`src/rtl/uart_tx_buffered.sv`:
```
// uart_tx_buffered: buffered UART transmitter.
// A synchronous write FIFO feeds a frame FSM (IDLE/START/DATA/PARITY/STOP)
// with an internal baud divider. Frames are sent back-to-back while the FIFO
// holds data.
// Optional feature macro: UART_TX_STOP2_EN adds the STOP2 port, which selects
// two stop bits. Without it, frames always use one stop bit.
module uart_tx_buffered #(
    parameter int DATA_WIDTH = 8,
    parameter int FIFO_DEPTH = 8,
    parameter int DIV_WIDTH  = 16
) (
    input  logic                          CLK,
    input  logic                          RST,
    input  logic [DATA_WIDTH-1:0]         WR_DATA,
    input  logic                          WR_EN,
    output logic                          FULL,
    output logic                          EMPTY,
    output logic [$clog2(FIFO_DEPTH):0]   LEVEL,
    output logic                          OVF,
    input  logic                          PAR_EN,
    input  logic                          PAR_TYP,
    input  logic [DIV_WIDTH-1:0]          BAUD_DIV,
`ifdef UART_TX_STOP2_EN
    input  logic                          STOP2,
`endif
    output logic                          TX_OUT,
    output logic                          BUSY
);

    localparam int AW = $clog2(FIFO_DEPTH);
    localparam logic [AW:0] FULL_COUNT = (AW+1)'(FIFO_DEPTH);
    localparam logic [3:0]  LAST_BIT   = 4'(DATA_WIDTH-1);

    localparam logic [2:0] ST_IDLE   = 3'd0;
    localparam logic [2:0] ST_START  = 3'd1;
    localparam logic [2:0] ST_DATA   = 3'd2;
    localparam logic [2:0] ST_PARITY = 3'd3;
    localparam logic [2:0] ST_STOP   = 3'd4;

    // FIFO storage and bookkeeping
    logic [DATA_WIDTH-1:0] mem [FIFO_DEPTH];
    logic [AW-1:0]         wr_ptr;
    logic [AW-1:0]         rd_ptr;
    logic [AW:0]           count;
    logic                  ovf;
    logic                  full;
    logic                  empty;
    logic                  push;
    logic                  pop;

    // Frame FSM state and per-frame latched configuration
    logic [2:0]            state;
    logic [DIV_WIDTH-1:0]  baud_cnt;
    logic [DIV_WIDTH-1:0]  div_lat;
    logic [3:0]            bit_cnt;
    logic [DATA_WIDTH-1:0] shift_reg;
    logic                  par_en_lat;
    logic                  par_bit_lat;
    logic                  stop2_lat;
    logic                  stop_second;
    logic                  tx_out;
    logic                  stop2_cfg;
    logic                  baud_done;
    logic                  stop_last;

`ifdef UART_TX_STOP2_EN
    assign stop2_cfg = STOP2;
`else
    assign stop2_cfg = 1'b0;
`endif

    assign full      = (count == FULL_COUNT);
    assign empty     = (count == '0);
    assign push      = WR_EN && !full;
    assign baud_done = (baud_cnt == div_lat);
    assign stop_last = !stop2_lat || stop_second;

    // Pop from IDLE as soon as data is present, or on the final STOP clock so the next start bit follows with no gap
    always_comb begin
        pop = 1'b0;
        if (!empty) begin
            if (state == ST_IDLE) begin
                pop = 1'b1;
            end else if (state == ST_STOP && baud_done && stop_last) begin
                pop = 1'b1;
            end
        end
    end

    // FIFO storage write; contents are deliberately left untouched by reset
    always_ff @(posedge CLK) begin
        if (push) begin
            mem[wr_ptr] <= WR_DATA;
        end
    end

    // FIFO pointers, occupancy and the sticky overflow flag
    always_ff @(posedge CLK) begin
        if (RST) begin
            wr_ptr <= '0;
            rd_ptr <= '0;
            count  <= '0;
            ovf    <= 1'b0;
        end else begin
            if (push) begin
                wr_ptr <= wr_ptr + AW'(1);
            end
            if (pop) begin
                rd_ptr <= rd_ptr + AW'(1);
            end
            case ({push, pop})
                2'b10:   count <= count + (AW+1)'(1);
                2'b01:   count <= count - (AW+1)'(1);
                default: count <= count;
            endcase
            if (WR_EN && full) begin
                ovf <= 1'b1;
            end
        end
    end

    // Frame FSM: loads a word on pop, then walks start, data, parity and stop bits at the baud rate
    always_ff @(posedge CLK) begin
        if (RST) begin
            state       <= ST_IDLE;
            baud_cnt    <= '0;
            div_lat     <= '0;
            bit_cnt     <= '0;
            shift_reg   <= '0;
            par_en_lat  <= 1'b0;
            par_bit_lat <= 1'b0;
            stop2_lat   <= 1'b0;
            stop_second <= 1'b0;
            tx_out      <= 1'b1;
        end else if (pop) begin
            shift_reg   <= mem[rd_ptr];
            par_bit_lat <= (^mem[rd_ptr]) ^ PAR_TYP;
            par_en_lat  <= PAR_EN;
            stop2_lat   <= stop2_cfg;
            div_lat     <= BAUD_DIV;
            state       <= ST_START;
            baud_cnt    <= '0;
            bit_cnt     <= '0;
            stop_second <= 1'b0;
            tx_out      <= 1'b0;
        end else begin
            case (state)
                ST_IDLE: begin
                    baud_cnt <= '0;
                    tx_out   <= 1'b1;
                end
                ST_START: begin
                    if (baud_done) begin
                        state    <= ST_DATA;
                        baud_cnt <= '0;
                        bit_cnt  <= '0;
                        tx_out   <= shift_reg[0];
                    end else begin
                        baud_cnt <= baud_cnt + DIV_WIDTH'(1);
                    end
                end
                ST_DATA: begin
                    if (baud_done) begin
                        baud_cnt <= '0;
                        if (bit_cnt == LAST_BIT) begin
                            if (par_en_lat) begin
                                state  <= ST_PARITY;
                                tx_out <= par_bit_lat;
                            end else begin
                                state       <= ST_STOP;
                                stop_second <= 1'b0;
                                tx_out      <= 1'b1;
                            end
                        end else begin
                            bit_cnt   <= bit_cnt + 4'd1;
                            shift_reg <= shift_reg >> 1;
                            tx_out    <= shift_reg[1];
                        end
                    end else begin
                        baud_cnt <= baud_cnt + DIV_WIDTH'(1);
                    end
                end
                ST_PARITY: begin
                    if (baud_done) begin
                        state       <= ST_STOP;
                        baud_cnt    <= '0;
                        stop_second <= 1'b0;
                        tx_out      <= 1'b1;
                    end else begin
                        baud_cnt <= baud_cnt + DIV_WIDTH'(1);
                    end
                end
                ST_STOP: begin
                    if (baud_done) begin
                        baud_cnt <= '0;
                        if (stop_last) begin
                            state <= ST_IDLE;
                        end else begin
                            stop_second <= 1'b1;
                        end
                        tx_out <= 1'b1;
                    end else begin
                        baud_cnt <= baud_cnt + DIV_WIDTH'(1);
                    end
                end
                default: begin
                    state    <= ST_IDLE;
                    baud_cnt <= '0;
                    tx_out   <= 1'b1;
                end
            endcase
        end
    end

    assign FULL   = full;
    assign EMPTY  = empty;
    assign LEVEL  = count;
    assign OVF    = ovf;
    assign TX_OUT = tx_out;
    assign BUSY   = (state != ST_IDLE) || !empty;

endmodule

```
`config.mk`:
```
export PLATFORM = sky130hd
export DESIGN_NAME = uart_tx_buffered
export DESIGN_NICKNAME = d
export VERILOG_FILES = /design/src/rtl/uart_tx_buffered.sv
export SDC_FILE = /design/constraint.sdc
export NUM_CORES = 1
export LEC_CHECK = 0
export CAP_MARGIN = 5
export CORE_ASPECT_RATIO = 0.9
export CORE_MARGIN = 2
export CORE_UTILIZATION = 53
export DETAILED_ROUTE_END_ITERATION = 7
export GPL_ROUTABILITY_DRIVEN = 1
export PLACE_DENSITY = 0.76
export RECOVER_POWER = 25
export SLEW_MARGIN = 5
export SYNTH_ARGS = -nofsm -noshare
export SYNTH_HDL_FRONTEND = slang
export SYNTH_SLANG_ARGS = --single-unit
```
`constraint.sdc`:
```
create_clock -name CLK -period 2.8 [get_ports CLK]
set_clock_uncertainty 0.1 [all_clocks]
set_input_delay 0.42 -clock CLK [delete_from_list [all_inputs] [get_ports CLK]]
set_output_delay 0.42 -clock CLK [all_outputs]
set_load 0.02 [all_outputs]
```
After elaboration in Yosys (flattened, before gate mapping)
Memories as Yosys holds them, arrays and structs flattened. A register that Yosys moved wholly into a read port is not among the register bits.
Cells that the tools add are included.
- flip-flop bits (word level): 61
- memory bits (writable): 64
- bits of input ports: 29
- output and inout port bits: 9
- logic and storage cells: 100
- memories kept: 1
- add/subtract/negate cells: 6
- equal/unequal tests: 23
- muxes and demuxes: 31
- bitwise gates (word level): 3
- reductions and logical operators: 23
- memories (name ; words ; bits a word ; read ports ; clocked after Yosys merged registers in ; write ports ; RTL line ; text):
    mem ; 8 ; 8 ; 1 ; 1 ; 1 ; 41 ; logic [DATA_WIDTH-1:0] mem [FIFO_DEPTH];
- operators by type and width (operator ; number):
    8-bit 2-to-1 mux ; 4
    3-bit 2-to-1 mux ; 8
    16-bit by 1-bit adder with 16-bit output, second input constant ; 1
    16-bit == test ; 1
    2-bit inequality test, second input constant ; 8
    4-bit one-hot mux with 2 select lines ; 2
    3-bit inequality test, second input constant ; 5
    3-bit one-hot mux with 5 select lines ; 1
    1-bit 2-to-1 mux ; 12
    4-bit 2-to-1 mux ; 3
    6-bit AND reduction ; 2
    4-bit by 1-bit adder with 4-bit output, second input constant ; 2
    2-bit nonzero test ; 4
    4-bit OR reduction ; 2
    8-bit parity ; 1
    3-bit by 1-bit adder with 3-bit output, second input constant ; 2
    3-bit by 2-bit == test with 1-bit output, second input constant ; 2
    3-bit AND reduction ; 2
    4-bit by 3-bit == test with 1-bit output, second input constant ; 1
    4-bit == test, second input constant ; 1
    4-bit logical NOT ; 1
    4-bit AND reduction ; 1
    2-bit OR reduction ; 2
    4-bit by 1-bit subtractor with 4-bit output, second input constant ; 1
    other kinds (13) ; 17

Logic depth before layout (Yosys ltp)
Gate-level depths: netlist (run 1).
- word-level depth: 7
- mapped depth: 13
- mapped depth without buffers: 12

Least setup slack after synthesis (run 1)
Ideal clock, no wire load.
- path kind: reg2reg
- from: register count[1] (netlist: LEVEL[1])
- to: register count[2] (netlist: LEVEL[2])
- library setup time: 70 ps
- arrival: 3033 ps
- data required time: 2630 ps
- path slack: -404 ps
- stages on the path, launching flop included: 11
- buffers on the path: 0
- clock period less this slack: 3204 ps
- cells stage by stage: dfxtp_1 nor4b_1 nor2b_1 inv_1 ha_1 xor2_1 ha_1 a21oi_1 xor2_1 or3_1 a21oi_1
- longest elaborated chain between the ends: 5
- elaborated cells between the ends (all ways): 11
- classes of those cells: 2 x add/sub; 3 x eq/ne; 2 x mux; 4 x reduce/logical
- RTL lines (what ; RTL line ; text):
    start, declared ; 44 ; logic [AW:0] count;
    start signal, assigned ; 112 ; 2'b10: count <= count + (AW+1)'(1);
    start signal, assigned ; 113 ; 2'b01: count <= count - (AW+1)'(1);
    start signal, assigned ; 114 ; default: count <= count;
    4-bit == test (*) ; 72 ; assign full = (count == FULL_COUNT);
    named net FULL ; 16 ; output logic FULL,
    1-bit logical NOT (*) ; 74 ; assign push = WR_EN && !full;
    1-bit logical AND (*) ; 74 ;
    2-bit by 1-bit == test with 1-bit output / 2-bit == test (equally long branches) ; 111 ; case ({push, pop})
    4-bit one-hot mux with 2 select lines / 2-bit nonzero test (equally long branches) ; - ;
The timed path passes the listed nets; every way through them passes the cells marked *.
A chain may end at the register's enable or synchronous reset.

Worst setup path in the final report (run 1)
- from: register div_lat[14]
- to: register count[2] (netlist: LEVEL[2])
- longest elaborated chain between the ends: 7
- elaborated cells between the ends (all ways): 9
- classes of those cells: 3 x eq/ne; 4 x mux; 2 x reduce/logical
- RTL lines (what ; RTL line ; text):
    start, declared ; 54 ; logic [DIV_WIDTH-1:0] div_lat;
    start signal, assigned ; 127 ; div_lat <= '0;
    start signal, assigned ; 140 ; div_lat <= BAUD_DIV;
    16-bit == test (*) ; 75 ; assign baud_done = (baud_cnt == div_lat);
    1-bit logical AND (*) ; 84 ; end else if (state == ST_STOP && baud_done && stop_last) begin
    1-bit 2-to-1 mux (*) ; 84 ;
    1-bit 2-to-1 mux (*) ; 82 ; if (state == ST_IDLE) begin
    1-bit 2-to-1 mux (*) ; 81 ; if (!empty) begin
    2-bit by 1-bit == test with 1-bit output / 2-bit == test (equally long branches) ; 111 ;
    4-bit one-hot mux with 2 select lines / 2-bit nonzero test (equally long branches) ; - ;
Every way passes the cells marked *; elsewhere a longest branch is shown, timed or not.

==> impl_metrics.tcl, run 1 <==
set metrics [dict create \
    yosysWarnings 0 \
    power.density_nw_per_um2 1030 \
    regMostFlops "mem" \
    grt_pass1_wl_mm 18.6 \
    period_needed_ns 2.61 \
    critPathKind "flop to flop" \
    hold_class "flop to flop" \
    fin_crit_sh_pct 93.4 \
    grt_pass1_vias 3676 \
    grt_overflow 0 \
    synth.distinct_cells 49 \
    comb_power_share_pct 31.2 \
    fmax_mhz 382 \
    antenna_found_initial 0 \
    reg.largest.list "mem (64), baud_cnt (16), div_lat (16)" \
    vias 3703 \
    r2r_setup_slack_ns 0.19 \
    status "finished, final reports clean" \
    tns_ns 0 \
    async_flop_share_pct 0 \
    fin_cells 657 \
    synth_top_flop_cell "edfxtp_1" \
    end_kind "flop" \
    wl_met2_mm 5.65 \
    root_buffer "clkbuf_16" \
    track_usage_pct 21.7 \
    ys_seq_elements 128 \
    rr_endpoint "LEVEL[2]" \
    grt_max_degree 42 \
    pwr-share-seq_pct 35.2 \
    drc 0 \
    cts_setup_buffers 0 \
    fin_util_pct 66.9 \
    reg2reg_depth 12 \
    io_pins 38 \
    holdWs_ns 0.366 \
    wl_mm 11.5 \
    largest_register_ffs 64 \
    drt_first_pass_iters 7 \
    holdCritStartpoint "div_lat[5]" \
    switchingPower_mw 2.14 \
    synth_edf_count 64 \
    routedWlPerCell_um 17.4 \
    nNetsFinal 551 \
    required_ns 3.03 \
    yosysTopAreaCellShare_pct 35.3 \
    whs_path_depth 2 \
    internal-power_mw 4.82 \
    ir_drop_mv 0.627 \
    fp.dieArea_um2 11100 \
    avgSynthCellArea_um2 12.1 \
    synthCells 452 \
    n_antenna_cell 0 \
    drv_cap 0 \
    port_buffers 37 \
    drt-met1-wl_mm 5.17 \
    dp_hpwl_mm 7.09 \
    timing.final.ws_setup_ns 0.186 \
    rsz0062_at_grt "false" \
    leakage_nw 2.52 \
    place_area_um2 6100 \
    hold_path_end "div_lat[5]" \
    drt_first_iter_violations 255 \
    synth_area_leaders "edfxtp_1 35%, dfxtp_1 24%, xor2_1 4.2%" \
    synth_top_area_cell "edfxtp_1" \
    viasPerCell 5.64 \
    die_h_um 100 \
    initial_utilization_pct 53.9 \
    num_rows 35 \
    fill_cells 702 \
    pre_cts_slack_ns 0.124 \
    critPathLaunchType "flop" \
    drive_gt1_share_pct 14.8 \
    p_sw_share_pct 30.7 \
    synth_seq_area_share_pct 58.8 \
    wl_met3_um 536 \
    syn_nets 488 \
    core_um2 10100 \
    antenna_left 0 \
    cts-buffers-inserted 17 \
    tightest_slew_ns 0.585 \
    die_w_um 111 \
    cp_max_fo 5 \
    place.gp.congestion 0.785 \
    ys_top_cells_by_count "64 x dfxtp_1, 64 x edfxtp_1, 59 x nand2_1" \
    clkLatencyLatePin_ns 0.41 \
    cts_tree "done" \
    relSlewSlack_pct 61.0 \
    power_mw 6.95 \
    final_area_um2 6770 \
    finalSetupViolations 0 \
    clkSinkCount 128 \
    syn_to_final_growth_pct 24.2 \
    htree_num_levels 4 \
    placedCellCount 625 \
    cp_data_arrival_time_ns 2.85 \
    clkTransAtPathRegs_ns 0.06 \
    syn-cell-area_um2 5450 \
    pwr-share-clk_pct 33.7 \
    reg2reg_from "div_lat[14]" \
    drv_slew 0 \
    routed.top_layer "met4" \
    final_hold_viol_count 0 \
    cts_buffer_depth 2 \
]
==> critical path: stages, from the launching register on <==
cell	delay (ns)
dfxtp_1	0.34
xor2_1	0.17
nor4_2	0.31
nand4_1	0.15
a21o_1	0.23
inv_2	0.10
ha_4	0.17
xor2_1	0.15
ha_1	0.16
a21oi_1	0.05
xor2_1	0.15
or3_1	0.30
a21oi_1	0.16
==> power groups by stage <==
stage                     logic, mW  clock network, mW  registers, mW
after global placement         2.04                  0           2.46
final                          2.17               2.34           2.45
after detailed placement       2.09                  0           2.47
after floorplan                1.53                  0           2.47
after CTS                      2.13               2.37           2.44
after global routing           2.35               2.46           2.47
==> final cells by class <==
| cell class | instances | area, um^2 | share of cell area (%) |
|---|---|---|---|
| Inverter | 8 | 30.0 | 0.444 |
| Multi-Input combinational cell | 298 | 2160 | 31.9 |
| Sequential cell | 128 | 3210 | 47.4 |
| Timing Repair Buffer | 62 | 571 | 8.43 |
| Tap cell | 129 | 161 | 2.39 |
| Clock buffer | 22 | 495 | 7.32 |
| Clock inverter | 10 | 148 | 2.18 |
==> placed cells by master (no fill, tap or decap), drive strengths merged, types with 3 or more instances in the layout <==
master,netlist,routed
a21oi,39,39
a22oi,4,4
and3,6,6
buf,7,25
bufinv,0,3
clkbuf,11,22
clkdlybuf4s50,0,30
clkinv,0,5
dfxtp,64,64
dlygate4sd3,0,7
edfxtp,64,64
ha,7,7
inv,8,10
mux2,4,4
mux2i,9,9
mux4,16,16
nand2,59,59
nand2b,9,9
nand3,12,12
nand3b,4,4
nor2,42,42
nor2b,3,3
nor3,8,8
nor4,5,5
o21ai,4,4
or2,3,3
xnor2,12,12
xnor3,4,4
xor2,26,26
==> per-layer routing <==
metal | track usage (%) | up-vias
li1 | - | 1754
met1 | 28.4 | 1831
met2 | 36.4 | 105
met3 | 5.13 | 13
met4 | 7.02 | 0
met5 | 0 | -
==> cells by family after synthesis <==
| family | synth area share, % |
|---|---|
| AOI/OAI and AO/OA | 6.22 |
| muxes | 9.64 |
| DFF | 58.8 |
| and+or+nand+nor | 13.7 |
| buffers and inverters | 2.32 |
| adders and majority gates | 1.61 |
| xor gates and xnor gates | 7.76 |
==> worst max-delay path by stage <==
stage / startpoint / endpoint / slack (ns) / cells past startpoint
floorplan: LEVEL[2] / LEVEL[2] / 0.001 / 12
global placement: baud_cnt[4] / LEVEL[2] / 0.20 / 12
detailed placement: baud_cnt[4] / LEVEL[2] / 0.12 / 12
CTS: baud_cnt[4] / LEVEL[2] / 0.08 / 12
global route: baud_cnt[9] / LEVEL[2] / 0.004 / 12
finish: div_lat[14] / LEVEL[2] / 0.19 / 12
==> timing repair <==
| item | in CTS | in global routing |
|---|---|---|
| setup endpoints to repair | 0 | 1 |
| hold buffers | 0 | 0 |
| endpoints found under the hold margin | 0 | 0 |
| resized for setup | 0 | 4 |
(Power assumes the default switching activity.)
==> run 2, diff against run 1 <==
--- a/config.mk
+++ b/config.mk
@@ -9,11 +9,11 @@
 export CORE_ASPECT_RATIO = 0.9
 export CORE_MARGIN = 2
 export CORE_UTILIZATION = 53
+export CTS_CLUSTER_DIAMETER = 50
 export DETAILED_ROUTE_END_ITERATION = 7
 export GPL_ROUTABILITY_DRIVEN = 1
 export PLACE_DENSITY = 0.76
 export RECOVER_POWER = 25
-export SLEW_MARGIN = 5
 export SYNTH_ARGS = -nofsm -noshare
 export SYNTH_HDL_FRONTEND = slang
 export SYNTH_SLANG_ARGS = --single-unit
==> constraint.sdc (replaced) <==
create_clock -name CLK -period 2.8 [get_ports CLK]
set_clock_uncertainty 0.1 [all_clocks]
set_input_delay 0.56 -clock CLK [delete_from_list [all_inputs] [get_ports CLK]]
set_output_delay 0.56 -clock CLK [all_outputs]
set_load 0.02 [all_outputs]
==> run 2 against run 1 <==
Core utilization is 0.45 points lower. Cell area is 0.67% lower. Power is 2.5% lower. Sequential share of layout area is 0.35 points higher. Flip-flop and latch count stayed put. Setup slack worse by 0.10 ns. Combinational power hardly changed. Register-to-register slack hardly changed. Sequential power hardly changed. Critical path type is now flop to output port. Largest cell class unchanged.
==> impl_metrics.tcl, run 2 (same netlist as run 1, synthesis figures left out) <==
set metrics [dict create \
    status "finished, final reports clean" \
    end_kind "output port" \
    syn_to_final_growth_pct 23.3 \
    cts_buffer_depth 2 \
    period_needed_ns 2.72 \
    fp.dieArea_um2 11100 \
    power_mw 6.78 \
    final_hold_viol_count 0 \
    place_area_um2 6120 \
    critPathLaunchType "flop" \
    finalSetupViolations 0 \
    pre_cts_slack_ns 0.122 \
    grt_max_degree 33 \
    core_um2 10100 \
    cts_hold_buf 0 \
    drv_cap 0 \
    largest_register_ffs 64 \
    holdWs_ns 0.369 \
    cts_tree "done" \
    required_ns 2.14 \
    viasPerCell 5.57 \
    leakage_nw 2.50 \
    antenna_left 0 \
    drive_gt1_share_pct 14.9 \
    drv_slew 0 \
    r2r_setup_slack_ns 0.19 \
    n_antenna_cell 0 \
    final_cell_mix "64 x edfxtp_1, 60 x dfxtp_1, 59 x nand2_1, 42 x nor2_1, 38 x a21oi_1" \
    hold_class "flop to flop" \
    htree_num_levels 4 \
    reg.largest.list "mem (64), baud_cnt (16), div_lat (16)" \
    fin_crit_sh_pct 97.0 \
    root_buffer "clkbuf_16" \
    drc 0 \
    holdCritStartpoint "div_lat[0]" \
    die_h_um 100 \
    dp_hpwl_mm 7.07 \
    final_area_um2 6720 \
    grt_pass1_wl_mm 18.7 \
    drt_first_pass_iters 5 \
    grt_overflow 0 \
    critPathKind "flop to output port" \
    reg2reg_from "LEVEL[1]" \
    routedWlPerCell_um 17.5 \
    port_buffers 37 \
    relSlewSlack_pct 61.8 \
    initial_utilization_pct 53.9 \
    vias 3674 \
    grt_pass1_vias 3718 \
    placedCellCount 628 \
    clkSinkCount 128 \
    fin_cells 660 \
    cts_setup_buffers 0 \
    nNetsFinal 554 \
    cp_data_arrival_time_ns 2.06 \
    cts.repair.resized 0 \
    antenna_found_initial 0 \
    rr_endpoint "LEVEL[2]" \
    layout_commonest_cell "edfxtp_1" \
    fmax_mhz 368 \
    die_w_um 111 \
    reg2reg_depth 11 \
    ir_drop_mv 0.689 \
    power.density_nw_per_um2 1010 \
    clkTransAtPathRegs_ns 0.06 \
    tightest_slew_ns 0.573 \
    wl_mm 11.6 \
    drt_first_iter_violations 240 \
    timing.final.ws_setup_ns 0.0833 \
    cts-buffers-inserted 17 \
    hold_path_end "div_lat[0]" \
    regMostFlops "mem" \
    track_usage_pct 22.0 \
    cp_max_fo 3 \
    num_rows 35 \
    place.gp.congestion 0.787 \
    clkLatencyLatePin_ns 0.41 \
    io_pins 38 \
    whs_path_depth 2 \
]
## run 2: how the worst max path moves through the flow
stage | startpoint | end
global placement | WR_EN | LEVEL[2]
floorplan | LEVEL[2] | LEVEL[2]
CTS | div_lat[15] | LEVEL[2]
detailed placement | WR_EN | LEVEL[2]
finish | LEVEL[1] | BUSY
global route | baud_cnt[4] | LEVEL[2]
## run 2: per-stage QoR
| step | utilization (%) | setup TNS, ns |
|---|---|---|
| finish | 66.4 | 0 |
| global placement | 60.5 | 0 |
| CTS | 66.2 | 0 |
| detailed placement | 60.5 | 0 |
| floorplan | - | 0 |
| global route | 66.4 | -0.00802 |
## run 2: final cells by class
| class | count | area, um^2 |
|---|---|---|
| Timing Repair Buffer | 65 | 593 |
| Multi-Input combinational cell | 298 | 2150 |
| Inverter | 8 | 30.0 |
| Clock inverter | 12 | 143 |
| Sequential cell | 128 | 3210 |
| Fill cell | 714 | 3390 |
| Tap cell | 129 | 161 |
| Clock buffer | 20 | 437 |
## run 2: layer usage
| layer | up-vias | part of all wire, % | track usage (%) |
|---|---|---|---|
| met3 | 20 | 5.4 | 4.59 |
| met4 | 0 | 2.0 | 9.52 |
| met5 | - | 0 | 0 |
| met2 | 110 | 50 | 36.8 |
| li1 | 1759 | - | - |
| met1 | 1785 | 43 | 28.3 |
## run 2: worst max-delay path, stage by stage (launching register included)
cell	delay [ns]
dfxtp_2	0.32
or4_4	0.57
inv_2	0.08
nand3b_1	0.11
clkdlybuf4s50_1	0.56
## run 2: power by group
group	total, mW	switching [mW]	internal (mW)
logic	2.16	1.13	1.02
clock network	2.17	0.783	1.39
registers	2.46	0.201	2.26
